## src/rtl/bsg_link_ddr_downstream_rx.sv

```systemverilog
// bsg_link_ddr_downstream_rx
//   Receive end of the BSG DDR link in a single io clock domain. Assembles
//   four 16-bit link beats into a 64-bit word, buffers completed words in a
//   small FIFO presented to the core with valid/yumi, and returns one credit
//   token upstream per 2**LG_TOKEN_DECIM words consumed.
//   Optional feature macro: BSG_LINK_RX_ERR_STATUS_EN (sticky overflow and
//   misalign status on err_o / err_code_o; tied to 0 when undefined).
//
//   Handshake: core_valid_o is high whenever the FIFO holds a word, and
//   core_data_o is then the head word. core_yumi_i pops the head in the same
//   cycle and is only meaningful while core_valid_o is high; a yumi with
//   core_valid_o low is ignored. The head is stable until it is yumied.
module bsg_link_ddr_downstream_rx #(
    parameter int FIFO_ELS       = 8,
    parameter int LG_TOKEN_DECIM = 3
) (
    input  logic        clk,
    input  logic        rst,
    input  logic [1:0]  io_valid_i,
    input  logic [15:0] io_data_i,
    output logic        core_valid_o,
    output logic [63:0] core_data_o,
    input  logic        core_yumi_i,
    output logic        token_o,
    output logic        token_clk_o,
    output logic        err_o,
    output logic [1:0]  err_code_o
);

    localparam int IDX_W = $clog2(FIFO_ELS);
    localparam int PTR_W = IDX_W + 1;

    // Beat assembly state: beats 0..2 are held in part_q until beat 3 arrives.
    logic [1:0]                bc_q, bc_d;
    logic [47:0]               part_q, part_d;
    logic                      push_req;
    logic                      misalign;
    logic [63:0]               push_word;

    // FIFO storage and pointers (one extra pointer bit separates full/empty).
    logic [63:0]               mem_q [FIFO_ELS];
    logic [63:0]               mem_d [FIFO_ELS];
    logic [PTR_W-1:0]          wptr_q, wptr_d;
    logic [PTR_W-1:0]          rptr_q, rptr_d;
    logic                      empty;
    logic                      full;
    logic                      pop;
    logic                      push;

    // Credit return.
    logic [LG_TOKEN_DECIM-1:0] tok_cnt_q, tok_cnt_d;
    logic                      token_q, token_d;
    logic                      token_clk_q, token_clk_d;

    // A beat with only one channel valid means the two channels lost lockstep.
    assign misalign  = io_valid_i[0] ^ io_valid_i[1];
    assign push_word = {io_data_i, part_q};

    // Beat assembly: place accepted beats, complete on beat 3, restart on misalign.
    always_comb begin
        bc_d     = bc_q;
        part_d   = part_q;
        push_req = 1'b0;
        if (misalign) begin
            bc_d   = 2'd0;
            part_d = '0;
        end else if (io_valid_i == 2'b11) begin
            case (bc_q)
                2'd0: part_d[15:0]  = io_data_i;
                2'd1: part_d[31:16] = io_data_i;
                2'd2: part_d[47:32] = io_data_i;
                default: begin
                    push_req = 1'b1;
                    part_d   = '0;
                end
            endcase
            bc_d = bc_q + 2'd1;
        end
    end

    assign empty = (wptr_q == rptr_q);
    assign full  = (wptr_q[PTR_W-1] != rptr_q[PTR_W-1]) &&
                   (wptr_q[IDX_W-1:0] == rptr_q[IDX_W-1:0]);
    assign pop   = core_yumi_i && !empty;
    // When full, a same-cycle pop frees the slot the new word lands in.
    assign push  = push_req && (!full || pop);

    // FIFO next state: write completed word at the tail, advance pointers.
    always_comb begin
        mem_d = mem_q;
        if (push) begin
            mem_d[wptr_q[IDX_W-1:0]] = push_word;
        end
        wptr_d = wptr_q + PTR_W'(push);
        rptr_d = rptr_q + PTR_W'(pop);
    end

    // Token next state: pulse and toggle when the pop counter wraps.
    always_comb begin
        tok_cnt_d   = tok_cnt_q + LG_TOKEN_DECIM'(pop);
        token_d     = pop && (&tok_cnt_q);
        token_clk_d = token_clk_q ^ token_d;
    end

    // State registers with synchronous reset.
    always_ff @(posedge clk) begin
        if (rst) begin
            bc_q        <= 2'd0;
            part_q      <= '0;
            wptr_q      <= '0;
            rptr_q      <= '0;
            tok_cnt_q   <= '0;
            token_q     <= 1'b0;
            token_clk_q <= 1'b0;
        end else begin
            bc_q        <= bc_d;
            part_q      <= part_d;
            wptr_q      <= wptr_d;
            rptr_q      <= rptr_d;
            tok_cnt_q   <= tok_cnt_d;
            token_q     <= token_d;
            token_clk_q <= token_clk_d;
        end
    end

    // FIFO storage needs no reset; the head is masked while empty.
    always_ff @(posedge clk) begin
        mem_q <= mem_d;
    end

    assign core_valid_o = !empty;
    assign core_data_o  = empty ? 64'd0 : mem_q[rptr_q[IDX_W-1:0]];
    assign token_o      = token_q;
    assign token_clk_o  = token_clk_q;

`ifdef BSG_LINK_RX_ERR_STATUS_EN
    logic [1:0] err_code_q, err_code_d;

    // Sticky status: bit0 a completed word was dropped, bit1 a misaligned beat.
    always_comb begin
        err_code_d = err_code_q | {misalign, push_req && !push};
    end

    // Status register; only reset clears it.
    always_ff @(posedge clk) begin
        if (rst) begin
            err_code_q <= 2'b00;
        end else begin
            err_code_q <= err_code_d;
        end
    end

    assign err_code_o = err_code_q;
    assign err_o      = |err_code_q;
`else
    assign err_code_o = 2'b00;
    assign err_o      = 1'b0;
`endif

endmodule
```

## config.mk

```make
export PLATFORM = sky130hd
export DESIGN_NAME = bsg_link_ddr_downstream_rx
export DESIGN_NICKNAME = d
export VERILOG_FILES = /design/src/rtl/bsg_link_ddr_downstream_rx.sv
export SDC_FILE = /design/constraint.sdc
export NUM_CORES = 1
export LEC_CHECK = 0
export CAP_MARGIN = 30
export CORE_ASPECT_RATIO = 0.75
export CORE_MARGIN = 10
export CORE_UTILIZATION = 60
export CTS_CLUSTER_SIZE = 25
export DETAILED_ROUTE_END_ITERATION = 10
export PLACE_DENSITY = 0.89
export SLEW_MARGIN = 10
export SYNTH_ARGS = -nofsm -noshare
export SYNTH_HDL_FRONTEND = slang
export SYNTH_SLANG_ARGS = --single-unit
```

## constraint.sdc

```tcl
create_clock -name clk -period 17.79 [get_ports clk]
set_clock_uncertainty 0.15 [all_clocks]
set_input_delay 1.779 -clock clk [delete_from_list [all_inputs] [get_ports clk]]
set_output_delay 1.779 -clock clk [all_outputs]
set_load 0.05 [all_outputs]
```

==> metrics <==
GRT Residual Overflow 0; crit path from rptr_q[0]; Final Hold Viols 0; first-pass GRT wire length 76.2 mm; Final nets about 1400; Chip Height 187 um; post-CTS setup buffers 0; Worst-path clk slew 0.06 ns; Core Area 0.0369 sq mm; Die ar. approximately 0.045 sq mm; fill count 2235; max_cap viols 0; Post-Syn Area per Cell about 17 sq um; leakage power 0.00776 uW; count leader, synth edfxtp_1; max-slew violation count 0; PostCTS Resize Cnt 0; Via-to-Cell Ratio 6.37; Hold Crit Class register to register; Synth area leaders edfxtp_1 (69%), mux2i_1 (11%), dfxtp_1 (5.6%), a22oi_1 (4.3%), and3_1 (1.8%); RSZ-0062 raised after global routing false; drt total wl 51.0 mm; # IOs 91; Post-CTS Hold Buffers 0; post-synthesis simple-gate area fraction 0.0436; GRT Overall Usage 0.217; ys flop type edfxtp_1; hold path depth 2; largest net degree at the start of global routing 66; fraction of synthesized cell area in xor and xnor cells 0.00459; area of the mapped netlist 0.0223 sq mm; mux share of post-synthesis cell area 0.115; Port Buf Inserts 87; Rel. slew slack 0.340; status complete, no violations; Final setup viols 0; DR pass1 iterations 5; WP data required roughly 16 ns; Fmax achieved about 160 MHz; clock buffer depth 3; pwr dens 102 mW/mm^2; FF-to-FF Start wptr_q[2]; initial antenna violation count 0; Worst Tran Pin Value 0.991 ns; CTS sink cnt 575; Post-DP HPWL approximately 27 mm; minimum clock period approximately 6.3 ns; CTS H-tree lvls 2; Diodes inserted 0; die width 243 um; CTS Buf Count 51; Synth Area in Compound Gates 0.0587; proportion of synthesized chip area in sequential cells 0.745; post-place setup slack around 12 ns; Syn Inst Count ~1300; Starting Density 0.605; fin worst setup slack 11.51 ns; Synth Register Bits between 500 and 600; share of post-route cells with drive strength above 1 0.0885; worst hold start tok_cnt_q[2]; clk_lat worst skew 0.57 ns; Final Cycle Share 0.353; post-DR wirelength/cell 26.5 um; Netlist cell types 40; CTS tree done; ANT nets after route 0; Setup TNS 0 ns; cell taking the most area after synthesis edfxtp_1; VDD IR max 87.9 uV; crit end category output port; main combinational cell family by area after synthesis multiplexers; crit start category register; Post-synth EDFFs between 500 and 600; critical path fanouts, max 56; post-synth top area share 0.688; adder-cell share of the synthesized area 0.00616; Synth Warn # 0; R2R cell count 5; Post-synth ARST share 0; root buf cell clkbuf_16; RD Place Congestion around 0.76; routed vias 12300; Commonest cells post-synth edfxtp_1 (512), mux2i_1 (256), a22oi_1 (128); number of global-route vias before repair 12700; Starting DRT DRC Count about 1500; DRC violations left 0; row cnt 61; CP Class register to output port; total power 2570 uW; Layout area overhead 13.3%; CP arrival between 4 and 5 ns
## final timing paths
| check | endpoint | slack, ns |
|---|---|---|
| setup reg to reg | mem_q[268] | 14.54 |
| setup / recovery | core_data_o[47] | 11.51 |
| hold / removal | tok_cnt_q[2] | 0.37 |
| hold reg to reg | tok_cnt_q[2] | 0.37 |
## layout by cell type (no fill, tap or decap), types with 3 or more instances in the layout
master and n:
edfxtp_1 512, mux2i_1 256, a22oi_1 128, clkdlybuf4s50_1 87, and3_1 65, dfxtp_1 62, clkbuf_16 52, nand3_1 37
nand2_1 35, a21oi_1 32, buf_4 20, a22o_1 16, clkbuf_1 16, ha_1 11, nor2_1 8, nor2b_1 7
clkbuf_8 7, clkinv_2 7, xnor2_1 6, buf_16 6, inv_1 5, clkinvlp_4 4, nor2_4 3, or2_2 3
conb_1 3, bufinv_16 3
## power breakdown
part / total (uW) / internal, uW / switching, uW
registers: 1460 / 1460 / 2.84
logic: 28.5 / 7.27 / 21.2
clock network: 1080 / 612 / 470
total: 2570 / 2080 / 494
## per-stage QoR
stage | hold WS [ns] | std cells | utilization | area, sq um
after global placement | 0.339 | 1827 | 0.636 | 23500
after detailed placement | 0.361 | 1833 | 0.640 | 23600
final | 0.371 | 1927 | 0.685 | 25300
after floorplan | 0.322 | 1304 | - | 22300
after global routing | 0.407 | 1927 | 0.685 | 25300
after CTS | 0.377 | 1926 | 0.684 | 25300
## layer usage
metal / vias up / global-route usage / part of all wire
li1: 5280 / - / -
met1: 6158 / 0.274 / 0.38
met2: 724 / 0.361 / 0.49
met3: 122 / 0.0505 / 0.10
met4: 0 / 0.0777 / 0.029
met5: - / 0 / 0
## layout make-up
type	count	area (sq um)	area share
repair buffers	114	1210	0.0477
clock buffers	75	1460	0.0576
flip-flops and latches	575	16600	0.658
clock inverters	18	180	0.00712
multi-input cells	636	5170	0.204
inverters	5	18.8	0.000742
well taps	504	631	0.0249
## flip-flops by register name (all words and copies together) (netlist names)
register / count
rptr_q: 4
mem_q: 512
token_clk_o: 1
wptr_q: 4
part_q: 48
tok_cnt_q: 3
token_o: 1
bc_q: 2
## worst max-delay path, cell delays in order, from the launching register on
cell             delay [ns]
dfxtp_4                0.53
buf_4                  0.79
buf_4                  0.42
buf_16                 0.31
mux2i_1                0.14
a22oi_1                0.26
and3_1                 0.32
clkdlybuf4s50_1        0.85
## cells by family (layout without fill, tap and decap cells)
logic type / count (synthesis) / in the layout
multiplexers: 256 / 256
flip-flops: 575 / 575
buffers and inverters: 93 / 212
AND/OR/NAND/NOR: 176 / 176
adder cells (fa/ha/maj): 11 / 11
AO/OA/AOI/OAI: 180 / 180
XOR/XNOR: 10 / 10
other: 1 / 3
No activity file was read; power rests on OpenSTA's default activity.
